--- src/rtl/register_fetch_stage.sv ---
// Register-fetch stage: 32x64 register file, writeback bypass,
// busy-bit scoreboard with RAW/WAW stall, and one registered output slot.
// Ports:
//   clk/reset             clock, synchronous active-high reset
//   stackptr              value loaded into x2 at reset
//   in_*                  decoded instruction in, valid/ready handshake
//   wb_valid/wb_rd/wb_data  writeback port (also bypassed to reads)
//   flush                 kills the output slot, blocks acceptance
//   out_*                 registered slot to execute, valid/ready handshake
module register_fetch_stage #(
  parameter int DATA_W = 64,
  parameter int ADDR_W = 64,
  parameter int REG_B  = 5,
  parameter int IMM_W  = 64,
  parameter int CTRL_W = 32
) (
  input  logic              clk,
  input  logic              reset,
  input  logic [ADDR_W-1:0] stackptr,
  input  logic              in_valid,
  output logic              in_ready,
  input  logic [ADDR_W-1:0] in_pc,
  input  logic [REG_B-1:0]  in_rs1,
  input  logic [REG_B-1:0]  in_rs2,
  input  logic [REG_B-1:0]  in_rd,
  input  logic              in_uses_rs1,
  input  logic              in_uses_rs2,
  input  logic              in_writes_rd,
  input  logic [IMM_W-1:0]  in_imm,
  input  logic [CTRL_W-1:0] in_ctrl,
  input  logic              wb_valid,
  input  logic [REG_B-1:0]  wb_rd,
  input  logic [DATA_W-1:0] wb_data,
  input  logic              flush,
  output logic              out_valid,
  input  logic              out_ready,
  output logic [ADDR_W-1:0] out_pc,
  output logic [DATA_W-1:0] out_rs1_val,
  output logic [DATA_W-1:0] out_rs2_val,
  output logic [REG_B-1:0]  out_rd,
  output logic              out_writes_rd,
  output logic [IMM_W-1:0]  out_imm,
  output logic [CTRL_W-1:0] out_ctrl
);

  localparam int NREG = 1 << REG_B;

  logic [DATA_W-1:0] regs_q [NREG];
  logic [NREG-1:0]   busy_q;
  logic [NREG-1:0]   busy_d;
  logic [NREG-1:0]   busy_eff;

  logic              vld_q;
  logic [ADDR_W-1:0] pc_q;
  logic [DATA_W-1:0] op1_q;
  logic [DATA_W-1:0] op2_q;
  logic [REG_B-1:0]  rd_q;
  logic              wrd_q;
  logic [IMM_W-1:0]  imm_q;
  logic [CTRL_W-1:0] ctrl_q;

  logic [DATA_W-1:0] op1;
  logic [DATA_W-1:0] op2;
  logic              wb_hit;
  logic              haz;
  logic              accept;
  logic              wrd_in;

  assign wb_hit = wb_valid && (wb_rd != '0);
  assign wrd_in = in_writes_rd && (in_rd != '0);

  always_comb begin
    op1 = regs_q[in_rs1];
    if (in_rs1 == '0)
      op1 = '0;
    else if (wb_valid && wb_rd == in_rs1)
      op1 = wb_data;
  end

  always_comb begin
    op2 = regs_q[in_rs2];
    if (in_rs2 == '0)
      op2 = '0;
    else if (wb_valid && wb_rd == in_rs2)
      op2 = wb_data;
  end

  // A writeback landing this cycle releases its register's hazard;
  // the bypass above supplies the value.
  always_comb begin
    busy_eff = busy_q;
    if (wb_hit)
      busy_eff[wb_rd] = 1'b0;
    busy_eff[0] = 1'b0;
  end

  assign haz = (in_uses_rs1 && busy_eff[in_rs1])
            || (in_uses_rs2 && busy_eff[in_rs2])
            || (in_writes_rd && busy_eff[in_rd]);

  assign in_ready = !reset && !flush && !haz
                 && (!vld_q || out_ready);
  assign accept   = in_valid && in_ready;

  // Clears first, set last so a new writer wins on the same index.
  always_comb begin
    busy_d = busy_q;
    if (wb_hit)
      busy_d[wb_rd] = 1'b0;
    if (flush && vld_q && wrd_q)
      busy_d[rd_q] = 1'b0;
    if (accept && wrd_in)
      busy_d[in_rd] = 1'b1;
    busy_d[0] = 1'b0;
  end

  always_ff @(posedge clk) begin
    if (reset) begin
      for (int i = 0; i < NREG; i++)
        regs_q[i] <= '0;
      regs_q[2] <= DATA_W'(stackptr);
      busy_q    <= '0;
    end else begin
      if (wb_hit)
        regs_q[wb_rd] <= wb_data;
      busy_q <= busy_d;
    end
  end

  always_ff @(posedge clk) begin
    if (reset) begin
      vld_q  <= 1'b0;
      pc_q   <= '0;
      op1_q  <= '0;
      op2_q  <= '0;
      rd_q   <= '0;
      wrd_q  <= 1'b0;
      imm_q  <= '0;
      ctrl_q <= '0;
    end else if (flush) begin
      vld_q <= 1'b0;
    end else if (accept) begin
      vld_q  <= 1'b1;
      pc_q   <= in_pc;
      op1_q  <= op1;
      op2_q  <= op2;
      rd_q   <= in_rd;
      wrd_q  <= wrd_in;
      imm_q  <= in_imm;
      ctrl_q <= in_ctrl;
    end else if (vld_q && out_ready) begin
      vld_q <= 1'b0;
    end
  end

  assign out_valid     = vld_q;
  assign out_pc        = pc_q;
  assign out_rs1_val   = op1_q;
  assign out_rs2_val   = op2_q;
  assign out_rd        = rd_q;
  assign out_writes_rd = wrd_q;
  assign out_imm       = imm_q;
  assign out_ctrl      = ctrl_q;

endmodule

--- config.mk ---
export PLATFORM = sky130hd
export DESIGN_NAME = register_fetch_stage
export DESIGN_NICKNAME = d
export VERILOG_FILES = /design/src/rtl/register_fetch_stage.sv
export SDC_FILE = /design/constraint.sdc
export NUM_CORES = 2
export LEC_CHECK = 0
export ABC_CLOCK_PERIOD_IN_PS = 9700
export CORE_ASPECT_RATIO = 0.9
export CORE_MARGIN = 2
export CORE_UTILIZATION = 30
export DETAILED_ROUTE_END_ITERATION = 8
export PLACE_DENSITY = 0.45
export REMOVE_ABC_BUFFERS = 1
export SLEW_MARGIN = 25
export SYNTH_ARGS = -nofsm -noshare
export SYNTH_HDL_FRONTEND = slang
export SYNTH_SLANG_ARGS = --single-unit
export TNS_END_PERCENT = 20
--- constraint.sdc ---
create_clock -name clk -period 9.7 [get_ports clk]
set_clock_uncertainty 0.1 [all_clocks]
set_input_delay 1.94 -clock clk [delete_from_list [all_inputs] [get_ports clk]]
set_output_delay 1.94 -clock clk [all_outputs]
set_load 0.005 [all_outputs]
Yosys cells after proc, flatten, opt, wreduce, memory -nomap -nowiden

Memories as Yosys holds them, arrays and structs flattened.
Cells that the tools add are included.

Output and inout port bits: 296
Memories kept: 1
Memory bits (writable): 2048
Input bits: 317
Register bits: 327

Bitwise operators: 7
Equal/unequal tests: 2
Magnitude comparators: 8
Reduce and logical (&&, ||, !) cells: 33
Multiplexer cells: 30

Memory list:

| memory | words | bits a word | read ports | clocked after Yosys merged registers in | write ports | RTL line | RTL |
|---|---|---|---|---|---|---|---|
| regs_q | 32    | 64          | 2          | 0                                       | 32          | 48       | `logic [DATA_W-1:0] regs_q [NREG];` |

Operator list:

| operator                                                              | number |
|---|---|
| 64-bit 2-to-1 mux                                                     | 6 |
| 32-bit 2-to-1 mux                                                     | 3 |
| 32-bit AND                                                            | 2 |
| 32-bit NOT                                                            | 2 |
| 64-bit OR reduction                                                   | 1 |
| 32-bit bitwise OR                                                     | 1 |
| 5-bit by 6-bit < comparator with 1-bit output, second input constant  | 5 |
| 1-bit logical AND                                                     | 18 |
| 1-bit binary-select mux with 5-bit select                             | 3 |
| 1-bit demux with 5-bit select                                         | 3 |
| 5-bit by 1-bit >= comparator with 1-bit output, second input constant | 3 |
| 1-bit 2-to-1 mux                                                      | 14 |
| 5-bit equality test                                                   | 2 |
| 5-bit zero test                                                       | 2 |
| 5-bit nonzero test                                                    | 2 |
| 5-bit 2-to-1 mux                                                      | 1 |
| 1-bit zero test                                                       | 4 |
| 1-bit logical OR                                                      | 3 |
| 2-bit AND reduction                                                   | 1 |
| 2-bit nonzero test                                                    | 1 |
| 2-bit OR reduction                                                    | 1 |
| 1-bit NOT                                                             | 1 |
| 1-bit bitwise OR                                                      | 1 |

Depth between registers and ports, before layout

Depth after elaboration: 18
Mapped depth: 14
Gate-level depth less buffers: 8

Least setup slack after synthesis

No wires, ideal clock.

Kind: input -> register
Start point: in wb_rd[4]
End point: mem regs_q[4][0], enable pin
Stages on the path: 6
Setup time: 574 ps
Buffers on the path: 3
Path slack: 1506 ps
Arrival time: 7519 ps
Cells stage by stage: buf_2 or2_1 clkbuf_1 clkbuf_1 o211ai_1 o21ai_0

RTL lines:

| element            | RTL line | RTL |
|---|---|---|
| start: declaration | 32       | `input logic [REG_B-1:0] wb_rd,` |
| end: declaration   | 48       |  |

Worst setup path after layout

Start point: in wb_rd[2]
End point: out in_ready

Cells in the longest elaborated chain, start to end: 15
Elaborated cells on any way between the ends: 24

RTL lines:

| element                                                                                                                                      | RTL line | RTL |
|---|---|---|
| 5-bit by 6-bit < comparator with 1-bit output (not written as such) / 5-bit by 1-bit >= comparator with 1-bit output (equally long branches) | 93       | `busy_eff[wb_rd] = 1'b0;` |
| 1-bit logical AND (not written as such)                                                                                                      | 93       |  |
| 1-bit 2-to-1 mux (not written as such)                                                                                                       | 93       |  |
| 1-bit demux with 5-bit select                                                                                                                | 93       |  |
| 32-bit NOT (no line)                                                                                                                         | -        |  |
| 32-bit AND (no line)                                                                                                                         | -        |  |
| 32-bit 2-to-1 mux (*)                                                                                                                        | 92       | `if (wb_hit)` |
| 1-bit binary-select mux with 5-bit select, on equally long branches                                                                          | 97, 98   |  |
| 1-bit 2-to-1 mux, on equally long branches                                                                                                   | 97, 98   |  |
| 1-bit logical AND, on equally long branches                                                                                                  | 97, 98   |  |
| 1-bit logical OR                                                                                                                             | 98       | `\|\| (in_uses_rs2 && busy_eff[in_rs2])` |
| 1-bit logical OR (*)                                                                                                                         | 99       | `\|\| (in_writes_rd && busy_eff[in_rd]);` |
| 1-bit zero test (*)                                                                                                                          | 101      | `assign in_ready = !reset && !flush && !haz` |
| 1-bit logical AND (*)                                                                                                                        | 101      |  |
| 1-bit logical AND (*)                                                                                                                        | 102      | `&& (!vld_q \|\| out_ready);` |
| end: declaration                                                                                                                             | 21       | `output logic in_ready,` |

Mark *: on every way between the ends. The rest lies on a longest branch, timed or not. The select of a mux whose other input is x is not followed.

==> out/metrics.cfg <==
[critical_path]
cp_max_fo=17
rr_startpoint=busy_q[6]
ff2ff_setup_slack_ns=5.60
start_kind=input pin
r2r-end=out_pc[30]
worst-r2r-cell-count=8
endpoint_kind=output port
criticalPathCategory=input pin to output port
critPathArrivalTime_ns=6.24
cp.required_ns=7.66

[yosys]
synth_compound_area_share_pct=7.34
synth_fa_ha_area_share_pct=0
synth_top_family_by_area=multiplexers
synth-edff-count=2048
synth_ff_type=edfxtp_1
yosys.area_share.simple_pct=13.3
synthCells=9426
synth_xor_area_share_pct=0.0701
yosys_warnings=0
async_flop_share_pct=0
synth_cell_types=64
synth_mux_area_share_pct=21.7
synth_seq_area_share_pct=54.4
synth.avg_cell_area_um2=13.3
synth_seq_cells=2374
netlist_area_um2=125000

[cts]
ctsResizeCount=0
clk_latency_ns=0.95
cts_tree=built
clk_pin_slew_ns=0.06
cts_setup_buffers=0
cts_buffers=288
cts_root_buf=clkbuf_16
cts.sinks=2374
htreeDepth=5
postCtsHoldBufs=0
cts_max_path_buffers=4

[timing]
fin_ws_ns=1.42
tightest_slew_ns=1.18
rsz0062_at_grt=no
tns_ns=0
fin_hold_ws_ns=0.357
maxSlewHeadroom_pct=21.3
slew_viol_final=0
period_share_pct=85.4
fmax_ghz=0.121
period_needed_ns=8.28
setup_viol=0
hold_viol_final=0

[route]
drc=0
drt-initial-drc-count=9365
first_pass_iters=6
ant_nets=0
drt-total-wl_um=523000
wl_per_cell_um=33.8
routed_via_density=5.59
via_count=86500

[hold_path]
holdPathStages=2
holdPathEnd=out_rs2_val[14]
hp-class=flip-flop to flip-flop
worstHoldStart=out_rs2_val[14]

[grt]
grt_max_degree=108
grt_pass1_wl_um=719000
grt_pass1_vias=88000
groute.usage.overall_pct=24.1
antenna_found_initial=59
grt_overflow=0

[final_layout]
nNetsFinal=9998
seqCellArea_um2=68000
postLayoutCoreUtil_pct=35.4
multi_input_area_um2=53900
fillers=39900
stdcell_area_um2=147000
final_cells=15500
drive_gt1_share_pct=16.9
area_growth_pct=17.3

[placement]
port_buffers=612
dp_cells=14900
hpwl_um=294000
preCtsSetupSlack_ns=1.44
dpl-instance-area_um2=137000
gp_congestion=0.848

[die]
num_rows=224
die_w_um=684
dieArea_um2=422000
io-pin-count=613
initial_core_util_pct=30.2
coreArea_um2=414000
die_h_um=616

[power_and_ir_drop]
power.switching_mw=6.89
p_int_mw=19.2
leakage_nw=52.5
ir_drop_uv=121
power.share.clock_pct=41.9
report.power.total_mw=26.1
swShare_pct=26.4
power_density_nw_per_um2=178
pwr-share-seq_pct=45.8
power_frac_comb_pct=12.3

[run]
max_cap_viol_count=0

[outcome]
outcome=complete, no violations

## worst max path at each step
stage	startpoint	end	slack [ns]
finish	wb_rd[2]	in_ready	1.42
global route	wb_rd[2]	in_ready	1.24
CTS	wb_rd[2]	in_ready	1.42
detailed placement	wb_rd[2]	in_ready	1.44
global placement	wb_rd[2]	in_ready	1.31
floorplan	in_rs1[2]	out_ctrl[0]	-4.68
## worst max-delay path, stage by stage
cell             delay, ns
clkdlybuf4s50_1       0.94
buf_4                 0.36
nand4b_2              0.54
o21ai_0               0.69
o2111ai_1             0.16
a211oi_1              0.37
a211oi_1              0.09
and3_1                0.24
nor3_1                0.32
clkdlybuf4s50_1       0.59
## cell type report
type,count,share of cell area (%)
tap,5537,4.73
sequential,2374,46.4
timing repair buffer,876,5.69
inverter,9,0.0401
clock inverter,152,1.01
multi-input combinational,6132,36.8
antenna,37,0.0632
clock buffer,361,5.30
## sequential cells by signal, summed over array words and instances (netlist names), 5 cells and up
| register | count |
|---|---|
| busy_q | 31 |
| out_rs2_val | 64 |
| out_imm | 64 |
| out_ctrl | 32 |
| out_rd | 5 |
| regs_q | 2048 |
| out_pc | 64 |
| out_rs1_val | 64 |
## layer usage
| metal | vias up | part of all wire [%] | track usage [%] | routed length, um |
|---|---|---|---|---|
| li1 | 36300 | - | - | - |
| met1 | 45500 | 41 | 31.4 | 214000 |
| met2 | 3851 | 49 | 40.9 | 255000 |
| met3 | 884 | 6.4 | 3.06 | 33600 |
| met4 | 6 | 3.9 | 8.73 | 20200 |
| met5 | - | 0.0065 | 0 | 34 |
## cells in the mapped netlist (3+ instances only)
| cell type | n | area (um^2) |
|---|---|---|
| nand3b_1 | 5 | 37.5 |
| and2_1 | 1922 | 12000 |
| nor3_1 | 23 | 115 |
| nand4bb_1 | 3 | 33.8 |
| and3_1 | 5 | 31.3 |
| buf_2 | 80 | 400 |
| nand4b_1 | 3 | 26.3 |
| edfxtp_1 | 2048 | 61500 |
| buf_6 | 14 | 158 |
| nor3b_1 | 5 | 37.5 |
| nor4_1 | 8 | 50.1 |
| inv_1 | 5 | 18.8 |
| mux2_4 | 99 | 1490 |
| dfxtp_1 | 326 | 6530 |
| o211ai_1 | 109 | 818 |
| mux2_2 | 131 | 1480 |
| buf_1 | 106 | 398 |
| a211oi_1 | 3 | 22.5 |
| nor2_1 | 180 | 676 |
| a22oi_1 | 226 | 1700 |
| xor2_1 | 8 | 70.1 |
| nand2b_1 | 6 | 37.5 |
| o2111ai_1 | 8 | 70.1 |
| or2_2 | 7 | 43.8 |
| nand4_1 | 13 | 81.3 |
| nand3_1 | 131 | 656 |
| nand2_1 | 380 | 1430 |
| mux4_2 | 613 | 13800 |
| a21oi_1 | 36 | 180 |
| o21ai_2 | 4 | 35.0 |
| mux2i_1 | 1033 | 10300 |
| a32oi_1 | 4 | 35.0 |
| o21ai_0 | 373 | 1870 |
| nor2b_1 | 178 | 1110 |
| clkbuf_1 | 774 | 2910 |
| a221oi_1 | 449 | 3930 |
| a211o_1 | 33 | 289 |
| o21ai_1 | 8 | 40.0 |
| or3_1 | 30 | 188 |
| o21a_1 | 3 | 22.5 |
| o41ai_2 | 3 | 48.8 |
## cells by family after synthesis
group | Yosys count
other | 1
AND/OR/NAND/NOR | 2909
buffers and inverters | 983
AO/OA/AOI/OAI | 1273
flip-flops | 2374
XOR/XNOR | 10
multiplexers | 1876
## power groups by stage
stage / logic [mW] / registers (mW) / clock network (mW)
2_1_floorplan: 1.55 / 12.1 / 0
3_3_place_gp: 3.19 / 12.1 / 0
3_5_place_dp: 3.21 / 12.1 / 0
4_1_cts: 3.21 / 11.9 / 11.2
5_1_grt: 3.36 / 12.0 / 11.5
6_report: 3.20 / 11.9 / 10.9
## layout by cell type, fill, tap and decap left out, drive strengths merged, types with 105 or more instances in the layout
cell type,synthesis,layout
nor2b,178,178
edfxtp,2048,2048
and2,1922,1922
mux2,230,230
nand2,380,380
mux4,613,613
a221oi,449,449
o211ai,109,109
mux2i,1033,1033
dfxtp,326,326
a22oi,226,226
clkinv,2,105
clkbuf,774,363
nor2,180,180
o21ai,385,385
clkdlybuf4s50,0,559
buf,200,315
nand3,131,131
Note: power is estimated with default switching activity, not from simulation.
